==> config.mk <==
export PLATFORM = sky130hd
export DESIGN_NAME = sea_de_iter_flat
export DESIGN_NICKNAME = d
export VERILOG_FILES = /design/src/rtl/sea_de_iter_if.sv /design/src/rtl/sea_de_iter.sv /design/src/flat_wrapper.sv
export SDC_FILE = /design/constraint.sdc
export NUM_CORES = 1
export LEC_CHECK = 0
export CORE_MARGIN = 5
export CORE_UTILIZATION = 33
export DETAILED_ROUTE_END_ITERATION = 10
export SLEW_MARGIN = 15
export SYNTH_ARGS = -nofsm -noshare
export SYNTH_HDL_FRONTEND = slang
export SYNTH_HIERARCHICAL = 1
export SYNTH_SLANG_ARGS = --single-unit
==> constraint.sdc <==
create_clock -name clk -period 4.33 [get_ports clk]
set_input_delay 0.433 -clock clk [delete_from_list [all_inputs] [get_ports clk]]
set_output_delay 0.433 -clock clk [all_outputs]
set_load 0.01 [all_outputs]
==> src/rtl/sea_de_iter_if.sv <==
// ----------------------------------------------------------------------------
// sea_de_iter_if : block-in, plaintext-out and round-key RAM bus of sea_de_iter
// Revision: 1.0
// ----------------------------------------------------------------------------
`default_nettype none

interface sea_de_iter_if #(
  parameter int RAW = 5
);
  logic           in_valid;
  logic           in_ready;
  logic [47:0]    in_l;
  logic [47:0]    in_r;
  logic [RAW-1:0] key_addr;
  logic [47:0]    key_data;
  logic           out_valid;
  logic           out_ready;
  logic [47:0]    out_l;
  logic [47:0]    out_r;

  modport master (
    output in_valid, in_l, in_r, key_data, out_ready,
    input  in_ready, key_addr, out_valid, out_l, out_r
  );

  modport slave (
    input  in_valid, in_l, in_r, key_data, out_ready,
    output in_ready, key_addr, out_valid, out_l, out_r
  );
endinterface

`default_nettype wire

==> src/rtl/sea_de_iter.sv <==
// ----------------------------------------------------------------------------
// sea_de_iter : iterative 96-bit SEA decryption, one sea_de round per cycle
// Revision: 1.0
// ----------------------------------------------------------------------------
`default_nettype none

module sea_de (
  input  logic        clk,
  input  logic [47:0] nli,
  input  logic [47:0] nri,
  input  logic [47:0] ki,
  output logic [47:0] li,
  output logic [47:0] ri
);
  // The stage is purely combinational; clk is kept for drop-in compatibility.
  logic unused_clk;
  assign unused_clk = clk;

  function automatic logic [2:0] sbox3(input logic [2:0] x);
    case (x)
      3'd0:    sbox3 = 3'd0;
      3'd1:    sbox3 = 3'd5;
      3'd2:    sbox3 = 3'd6;
      3'd3:    sbox3 = 3'd7;
      3'd4:    sbox3 = 3'd4;
      3'd5:    sbox3 = 3'd3;
      3'd6:    sbox3 = 3'd1;
      default: sbox3 = 3'd2;
    endcase
  endfunction

  logic [47:0] w_m;
  logic [47:0] w_s;
  logic [47:0] w_ro;
  logic [47:0] w_xo;

  assign w_m = nli ^ ki;

  for (genvar g = 0; g < 16; g++) begin : g_sbox
    assign w_s[3*g +: 3] = sbox3(w_m[3*g +: 3]);
  end

  assign w_ro = {w_s[46:0], w_s[47]};
  assign w_xo = w_ro ^ nri;
  assign li   = {w_xo[39:0], w_xo[47:40]};
  assign ri   = nli;
endmodule

module sea_de_iter #(
  parameter int NR  = 8,
  parameter int RAW = 5
) (
  input  logic          clk,
  input  logic          rst,
  sea_de_iter_if.slave  bus,
  output logic          busy
);
  typedef enum logic [1:0] {
    IDLE  = 2'd0,
    PRIME = 2'd1,
    RND   = 2'd2,
    DONE  = 2'd3
  } state_t;

  localparam logic [RAW-1:0] C_LAST = RAW'(NR - 1);

  state_t         r_state, state_n;
  logic [47:0]    r_l, r_r, l_n, r_n;
  logic [RAW-1:0] r_addr, addr_n, w_addr_dec;
  logic [RAW-1:0] r_cnt, cnt_n;
  logic [47:0]    w_li, w_ri;

  sea_de u_round (
    .clk (clk),
    .nli (r_l),
    .nri (r_r),
    .ki  (bus.key_data),
    .li  (w_li),
    .ri  (w_ri)
  );

  // Address floors at 0; fetches past the last key are never consumed.
  assign w_addr_dec = (r_addr == '0) ? '0 : r_addr - 1'b1;

  always_comb begin
    state_n = r_state;
    l_n     = r_l;
    r_n     = r_r;
    addr_n  = r_addr;
    cnt_n   = r_cnt;
    case (r_state)
      IDLE: begin
        if (bus.in_valid) begin
          l_n     = bus.in_l;
          r_n     = bus.in_r;
          addr_n  = C_LAST;
          cnt_n   = '0;
          state_n = PRIME;
        end
      end
      PRIME: begin
        addr_n  = w_addr_dec;
        state_n = RND;
      end
      RND: begin
        l_n    = w_li;
        r_n    = w_ri;
        addr_n = w_addr_dec;
        cnt_n  = r_cnt + 1'b1;
        if (r_cnt == C_LAST) state_n = DONE;
      end
      DONE: begin
        if (bus.out_ready) state_n = IDLE;
      end
      default: state_n = IDLE;
    endcase
  end

  always_ff @(posedge clk or posedge rst) begin
    if (rst) begin
      r_state <= IDLE;
      r_l     <= '0;
      r_r     <= '0;
      r_addr  <= '0;
      r_cnt   <= '0;
    end else begin
      r_state <= state_n;
      r_l     <= l_n;
      r_r     <= r_n;
      r_addr  <= addr_n;
      r_cnt   <= cnt_n;
    end
  end

  assign bus.in_ready  = (r_state == IDLE);
  assign bus.out_valid = (r_state == DONE);
  assign bus.out_l     = r_l;
  assign bus.out_r     = r_r;
  assign bus.key_addr  = r_addr;
  assign busy          = (r_state == PRIME) || (r_state == RND);
endmodule

`default_nettype wire

==> src/flat_wrapper.sv <==
// flat-port wrapper written by rule: the top's interface ports become plain ports
module sea_de_iter_flat 
#(
  parameter int NR  = 8,
  parameter int RAW = 5
)
  (clk, rst, busy, bus_in_valid, bus_in_l, bus_in_r, bus_key_data, bus_out_ready, bus_in_ready, bus_key_addr, bus_out_valid, bus_out_l, bus_out_r);
  sea_de_iter_if #(.RAW(RAW)) bus_i ();
  input  logic clk;
  input  logic rst;
  output logic busy;
  input wire logic [$bits(bus_i.in_valid)-1:0] bus_in_valid;
  input wire logic [$bits(bus_i.in_l)-1:0] bus_in_l;
  input wire logic [$bits(bus_i.in_r)-1:0] bus_in_r;
  input wire logic [$bits(bus_i.key_data)-1:0] bus_key_data;
  input wire logic [$bits(bus_i.out_ready)-1:0] bus_out_ready;
  output wire logic [$bits(bus_i.in_ready)-1:0] bus_in_ready;
  output wire logic [$bits(bus_i.key_addr)-1:0] bus_key_addr;
  output wire logic [$bits(bus_i.out_valid)-1:0] bus_out_valid;
  output wire logic [$bits(bus_i.out_l)-1:0] bus_out_l;
  output wire logic [$bits(bus_i.out_r)-1:0] bus_out_r;
  assign bus_i.in_valid = bus_in_valid;
  assign bus_i.in_l = bus_in_l;
  assign bus_i.in_r = bus_in_r;
  assign bus_i.key_data = bus_key_data;
  assign bus_i.out_ready = bus_out_ready;
  assign bus_in_ready = bus_i.in_ready;
  assign bus_key_addr = bus_i.key_addr;
  assign bus_out_valid = bus_i.out_valid;
  assign bus_out_l = bus_i.out_l;
  assign bus_out_r = bus_i.out_r;
  sea_de_iter #(.NR(NR), .RAW(RAW)) u_core (.clk(clk), .rst(rst), .bus(bus_i), .busy(busy));
endmodule
==> flow_metrics.tcl, run 1 <==
set metrics [dict create \
    drv_cap 0 \
    cts.htree.levels 3 \
    rsz0062_at_grt "false" \
    power_density_mw_per_mm2 874.3 \
    die_w_um 166.3 \
    yosysUniqueCellTypes 35 \
    fin_util_pct 44.17 \
    slew_violations 0 \
    setup_tns_ps 0 \
    slew_headroom_pct 38.02 \
    min_path_type "flop to flop" \
    synth_cells 726 \
    finalSetupViolations 0 \
    critical_path.cell_chain "inv_1 > ha_4 > mux2_8 > buf_4 > a21oi_2" \
    synthFlopType "dfrtp_1" \
    grt_pass1_vias 5962 \
    synth_area_leaders "dfrtp_1 (34%), mux2i_1 (14%), a21oi_2 (10%)" \
    cts_tree "built" \
    path_max_fanout 79 \
    ctsHoldBuffers 0 \
    die_h_um 166.3 \
    hold_violations 0 \
    core_mm2 0.02418 \
    synthArstFlopShare_pct 100.0 \
    criticalPathCategory "flop to flop" \
    ys_seq_elements 108 \
    critPathLaunchType "flop" \
    peakVddDrop_uv 443.0 \
    num_antenna_cells 0 \
    port_buffers 251 \
    final.setup_skew_ps 7.792 \
    slowest_stage "mux2_8" \
    synth-seq-area-share_pct 33.54 \
    drc 0 \
    ios 252 \
    yosysMostFrequentCell "mux2i_1" \
    synth_common_cells "mux2i_1 (112), dfrtp_1 (108), a21oi_2 (96)" \
    syn_nets 879 \
    grt_pass1_wl_mm 33.96 \
    numClockSinks 108 \
    worst_slew_pin_slew_ps 929.8 \
    dieArea_mm2 0.02765 \
    yosysWarningCount 6 \
    final_nets 1066 \
    clk_latency_ps 350 \
    grt_max_degree 80 \
    dr.pass1.iters 4 \
    grt-ovfl-total 0 \
    drive_above_1_share_pct 21.37 \
    path_clk_slew_ps 70 \
    p_leak_nw 3.946 \
    gp_congestion 0.8062 \
    antenna_found_initial 0 \
    placementRows 57 \
    root_buffer "clkbuf_16" \
    synth_top_area_share_pct 33.54 \
    cpPeakStageDelay_ps 910 \
    initial_core_util_pct 33.33 \
    cts_setup_buffers 0 \
    grt_usage_pct 15.28 \
    drtIter0Drc 181 \
    wire_per_inst_um 17.11 \
    drtAntennaViolNets 0 \
    avgSynthCellArea_um2 11.10 \
    fmaxAchievable_mhz 354.8 \
    synth_edf_count 0 \
    viasPerCell 4.413 \
    numCtsBuffers 9 \
    dp_hpwl_mm 16.33 \
    wl_mm 21.24 \
    status "finished, final reports clean" \
    cts.repair.resized 0 \
    max-clock-path-buffers 2 \
    worstPathArrival_ps 3030 \
    area_growth_syn_to_layout_pct 32.51 \
    yosysTopAreaCell "dfrtp_1" \
    fin_crit_sh_pct 65.08 \
    synthesis.area_mm2 0.008059 \
    cp.required_ps 4550 \
    critPathCaptureType "flop" \
    period_minus_slack_ps 2818 \
    vias 5476 \
]
per-stage QoR:
step / cell area, um^2 / hold slack (ps) / std cells / power [mW] / worst slack, ps
finish: 10680 / 515.1 / 1241 / 9.336 / 1512
global route: 10680 / 546.7 / 1241 / 10.04 / 1348
CTS: 10680 / 524.0 / 1241 / 9.500 / 1463
detailed placement: 10370 / 509.7 / 1226 / 8.556 / 1477
global placement: 10370 / 498.2 / 1226 / 8.494 / 1534
floorplan: 8059 / 470.4 / 726 / 7.086 / 1051
final cells by class:
cell class,instances,area (um^2)
clock buffers,11,232.7
clock inverters,4,75.07
fillers,2304,13500
inverters,7,28.78
multi-input cells,528,4624
flip-flops and latches,108,2703
well taps,324,405.4
repair buffers,259,2610
sequential cells by signal, summed over array words and instances, names as in the netlist:
| name | cells |
|---|---|
| u_core/r_cnt | 5 |
| u_core/bus.out_r | 48 |
| u_core/bus.key_addr | 5 |
| u_core/bus.out_l | 48 |
| u_core/r_state | 2 |
cell families (layout without fill, tap and decap cells):
group | count (synthesis) | after routing | synth area share, %
adders and majority gates | 5 | 5 | 0.7763
and+or+nand+nor | 151 | 151 | 14.19
muxes | 114 | 114 | 14.24
buffers and inverters | 90 | 281 | 9.377
AOI/OAI and AO/OA | 112 | 112 | 11.92
DFF | 108 | 108 | 33.54
xor gates and xnor gates | 146 | 146 | 15.96
critical path: cells and delay by family, from the launching register on:
family	cells	cell delay (ps)
AO/OA/AOI/OAI	1	90
multiplexers	1	910
flip-flops	1	410
buffers and inverters	2	640
adder cells (fa/ha/maj)	1	580
report_power, final:
part / total [mW] / switching, mW / internal (mW)
clock: 0.893 / 0.387 / 0.506
combinational: 6.11 / 3.09 / 3.02
sequential: 2.33 / 0.812 / 1.52
total: 9.34 / 4.29 / 5.05
cell usage in the layout (no fill, tap or decap), drive strengths merged, types with 4 or more instances in the layout:
cell type and instances:
a21oi 97, buf 8, clkbuf 11, clkdlybuf4s50 251, dfrtp 108, ha 5, inv 7, mux2i 112
nand2 22, nand2b 4, nor2 119, o21ai 6, xnor2 78, xor2 68
routing by layer:
metal / part of all wire, % / track usage (%) / up-vias
met5: 0 / 0 / -
met4: 1.4 / 4.055 / 0
met3: 6.0 / 3.713 / 17
met2: 46 / 24.13 / 160
met1: 47 / 21.08 / 2556
li1: - / - / 2743
final timing paths:
path	start	to	slack, ps	depth (start not counted)
hold / removal	u_core/r_cnt[0]	u_core/r_cnt[0]	520	1
min in group asynchronous	rst	u_core/bus.out_r[45]	600	2
max in group asynchronous	rst	u_core/bus.out_r[17]	2960	3
setup / recovery	u_core/r_state[0]	u_core/bus.out_l[8]	1510	5
setup reg to reg	u_core/r_state[0]	u_core/bus.out_l[8]	1510	5
hold reg to reg	u_core/r_cnt[0]	u_core/r_cnt[0]	520	1
(Power assumes the default switching activity.)
==> run 2, diff against run 1 <==
==> constraint.sdc (replaced) <==
create_clock -name clk -period 2.25 [get_ports clk]
set_input_delay 0.225 -clock clk [delete_from_list [all_inputs] [get_ports clk]]
set_output_delay 0.225 -clock clk [all_outputs]
set_load 0.01 [all_outputs]
==> flow_metrics.tcl, run 2 (synthesis results as in run 1) <==
set metrics [dict create \
    status "finished, final reports clean" \
    mostFrequentLayoutCells "clkdlybuf4s50_1 (251), mux2i_1 (112), dfrtp_1 (108), a21oi_2 (96), xnor2_1 (78)" \
    dieArea_mm2 0.02765 \
    r2r_start "u_core/r_state[0]" \
    critPathLaunchType "flop" \
    critPathCaptureType "primary output" \
    final_nets 1076 \
    period_minus_slack_ps 2064 \
    path_max_fanout 8 \
    slew_headroom_pct 68.34 \
    num_antenna_cells 0 \
    cts.repair.resized 0 \
    antenna_found_initial 0 \
    initial_core_util_pct 33.33 \
    hold_violations 0 \
    dr.pass1.iters 4 \
    hold_slack_ps 351.1 \
    worstPathArrival_ps 1840 \
    slew_violations 0 \
    rsz0062_at_grt "false" \
    numCtsBuffers 9 \
    area_growth_syn_to_layout_pct 33.95 \
    finalSetupViolations 0 \
    endpoint "bus_in_ready" \
    final.setup_skew_ps 13.66 \
    fillers 2290 \
    numClockSinks 108 \
    ctsHoldBuffers 0 \
    min_path_type "primary input to async pin" \
    worst_slew_pin_slew_ps 474.9 \
    drtAntennaViolNets 0 \
    die_h_um 166.3 \
    cp.required_ps 2030 \
    power_density_mw_per_mm2 1679 \
    slowest_stage "clkdlybuf4s50_1" \
    max-clock-path-buffers 2 \
    die_w_um 166.3 \
    grt-ovfl-total 0 \
    vias 5540 \
    setup_tns_ps 0 \
    port_buffers 251 \
    core_mm2 0.02418 \
    reg2reg_to "u_core/bus.out_l[45]" \
    cts.htree.levels 3 \
    final_common_cell "clkdlybuf4s50_1" \
    setup_ws_ps 185.9 \
    grt_max_degree 58 \
    worstSetupStartpoint "u_core/r_state[0]" \
    critical_path.cell_chain "inv_1 > ha_1 > buf_4 > clkdlybuf4s50_1" \
    gp_congestion 0.7900 \
    drv_cap 0 \
    dp_hpwl_mm 16.68 \
    criticalPathCategory "flop to primary output" \
    clk_latency_ps 350 \
    grt_usage_pct 15.25 \
    grt_pass1_vias 5884 \
    r2r_cells 6 \
    ios 252 \
    wl_mm 21.39 \
    grt_pass1_wl_mm 33.97 \
    wire_per_inst_um 17.08 \
    path_clk_slew_ps 80 \
    rrSetupSlack_ps 310 \
    place_ws_ps 283.2 \
    peakVddDrop_uv 613.8 \
    cpPeakStageDelay_ps 550 \
    root_buffer "clkbuf_16" \
    fmaxAchievable_mhz 484.5 \
    drc 0 \
    cts_setup_buffers 0 \
    p_leak_nw 4.004 \
    fin_crit_sh_pct 91.74 \
    cts_tree "built" \
    drive_above_1_share_pct 22.52 \
    drtIter0Drc 165 \
    placementRows 57 \
    viasPerCell 4.425 \
]
-- run 2: layout make-up --
type | instances | area, um^2 | share of cell area (%)
Clock buffer | 10 | 239.0 | 2.214
Clock inverter | 6 | 46.29 | 0.4288
Inverter | 7 | 30.03 | 0.2782
Multi-Input combinational cell | 528 | 4624 | 42.84
Sequential cell | 108 | 2703 | 25.03
Tap cell | 324 | 405.4 | 3.755
Timing Repair Buffer | 269 | 2748 | 25.45
-- run 2: routing by layer --
layer	up-vias	part of all wire, %	global-route usage (%)
met2	160	46	24.59
met5	-	0	0
met1	2590	46	20.40
met3	17	6.8	4.761
met4	0	1.0	2.953
li1	2773	-	-
-- run 2: worst min path at each step --
stage | startpoint | to | slack [ps] | depth (start not counted)
finish | rst | u_core/bus.out_l[2] | 350 | 3
global route | rst | u_core/bus.out_l[2] | 380 | 3
CTS | rst | u_core/r_state[0] | 360 | 3
detailed placement | u_core/r_cnt[0] | u_core/r_cnt[0] | 500 | 1
global placement | u_core/r_cnt[0] | u_core/r_cnt[0] | 500 | 1
floorplan | bus_in_valid | u_core/r_cnt[2] | 440 | 3
-- run 2: per-stage QoR --
stage / cells / total power [mW] / util (%) / area [um^2]
6_report: 1252 / 18.13 / 44.65 / 10800
5_1_grt: 1252 / 19.49 / 44.65 / 10800
4_1_cts: 1252 / 18.45 / 44.65 / 10800
3_5_place_dp: 1236 / 16.77 / 43.47 / 10510
3_3_place_gp: 1236 / 16.67 / 43.47 / 10510
2_1_floorplan: 726 / 13.64 / - / 8063
-- run 2: power breakdown --
part	total [mW]	switching [mW]	internal (mW)
logic	12.1	6.04	6.02
clock network	1.56	0.770	0.792
registers	4.50	1.57	2.93
-- run 2: worst max-delay path: cells and delay by family (launching register included) --
kind | cells | cell delay, ps
buffers and inverters | 3 | 860
DFF | 1 | 400
adders and majority gates | 1 | 230
==> run 3, diff against run 2 <==
--- a/config.mk
+++ b/config.mk
@@ -8,6 +8,9 @@
 export CORE_MARGIN = 5
 export CORE_UTILIZATION = 33
 export DETAILED_ROUTE_END_ITERATION = 10
+export GPL_TIMING_DRIVEN = 0
+export HOLD_SLACK_MARGIN = 0.12
+export MAX_ROUTING_LAYER = met4
 export SLEW_MARGIN = 15
 export SYNTH_ARGS = -nofsm -noshare
 export SYNTH_HDL_FRONTEND = slang
==> flow_metrics.tcl, run 3 (synthesis results as in run 1) <==
set metrics [dict create \
    grtUsageMet1_pct 23.34 \
    ctsHoldBuffers 0 \
    status "finished, final reports clean" \
    initial_core_util_pct 33.33 \
    dr.pass1.iters 4 \
    final_common_cell "clkdlybuf4s50_1" \
    drtAntennaViolNets 0 \
    fin_area_mm2 0.01135 \
    num_antenna_cells 0 \
    grt-busiest-layer "met2" \
    totalPowerFinal_mw 19.40 \
    ios 252 \
    grt_usage_pct 17.41 \
    wl_mm 23.51 \
    grt_pass1_vias 6329 \
    critPathLaunchType "flop" \
    final_nets 1144 \
    max-clock-path-buffers 2 \
    worstPathArrival_ps 1820 \
    area_growth_syn_to_layout_pct 40.83 \
    viasPerCell 4.428 \
    die_h_um 166.3 \
    die_w_um 166.3 \
    cts_tree "built" \
    peakVddDrop_uv 690.5 \
    fillers 2290 \
    gp_congestion 0.7971 \
    reg2reg_to "u_core/bus.out_l[1]" \
    fin_util_pct 46.94 \
    path_clk_slew_ps 80 \
    wire_per_inst_um 17.81 \
    antenna_found_initial 0 \
    core_mm2 0.02418 \
    drc 0 \
    grt-ovfl-total 0 \
    numCtsBuffers 9 \
    p_leak_nw 4.353 \
    clk_latency_ps 350 \
    worstSetupStartpoint "u_core/r_state[1]" \
    fin_crit_sh_pct 90.90 \
    dieArea_mm2 0.02765 \
    slew_violations 0 \
    cp.required_ps 2030 \
    cts_setup_buffers 0 \
    rsz0062_at_grt "false" \
    use_met2_pct 27.41 \
    power_density_mw_per_mm2 1709 \
    worst_slew_pin_slew_ps 634.5 \
    finalSetupViolations 0 \
    r2r_cells 7 \
    min_path_type "primary input to async pin" \
    r2r_start "u_core/r_state[0]" \
    placementRows 57 \
    vias 5845 \
    slew_headroom_pct 57.61 \
    mostFrequentLayoutCells "clkdlybuf4s50_1 (251), mux2i_1 (112), dfrtp_1 (108), a21oi_2 (96), xnor2_1 (78)" \
    dp_cells 1304 \
    numClockSinks 108 \
    drive_above_1_share_pct 27.51 \
    fmaxAchievable_mhz 488.9 \
    critPathCaptureType "primary output" \
    root_buffer "clkbuf_16" \
    fin_cells 1320 \
    criticalPathCategory "flop to primary output" \
    final.setup_skew_ps 8.566 \
    drtIter0Drc 214 \
    port_buffers 251 \
    path_max_fanout 9 \
    place_ws_ps 203.6 \
    placed_cell_area_mm2 0.01104 \
    endpoint "busy" \
    hold_violations 0 \
    grt_util_met3_pct 3.475 \
    setup_ws_ps 204.7 \
    rrSetupSlack_ps 270 \
    drv_cap 0 \
    dp_hpwl_mm 18.66 \
    period_minus_slack_ps 2045 \
    grt_pass1_wl_mm 36.96 \
    cts.htree.levels 3 \
    grt_max_degree 33 \
    cts.repair.resized 0 \
    hold_slack_ps 300.1 \
    setup_tns_ps 0 \
]
-- run 3: worst min-delay path by stage --
stage	startpoint	endpoint	slack, ps	cells after the start
after floorplan	bus_in_valid	u_core/r_cnt[2]	440	3
after global placement	u_core/r_cnt[0]	u_core/r_cnt[0]	510	1
after detailed placement	u_core/r_cnt[0]	u_core/r_cnt[0]	500	1
after CTS	rst	u_core/bus.out_l[0]	300	2
after global routing	rst	u_core/bus.out_l[3]	340	2
final	rst	u_core/bus.out_l[3]	300	2
-- run 3: critical path: stages (launching register included) --
cell and delay (ps):
dfrtp_1 390, inv_1 60, ha_1 430, clkdlybuf4s50_1 590
-- run 3: cell type report --
cell class,instances,area (um^2),area share [%]
buffer,83,729.5,6.427
clock inverter,6,70.07,0.6174
clock buffer,10,239.0,2.106
timing repair buffer,254,2572,22.67
sequential,108,2703,23.81
tap,324,405.4,3.572
multi-input combinational,528,4601,40.54
inverter,7,30.03,0.2646
-- run 3: report_power, final --
group,switching (mW),internal [mW]
Clock,0.797,0.909
Sequential,1.57,2.93
Combinational,6.42,6.78
Total,8.79,10.6
-- run 3: layer usage --
metal | vias to the layer above | wire, um
met3 | 23 | 1296
met5 | - | 0
met2 | 172 | 10990
met1 | 2738 | 10910
met4 | 0 | 309
li1 | 2912 | -
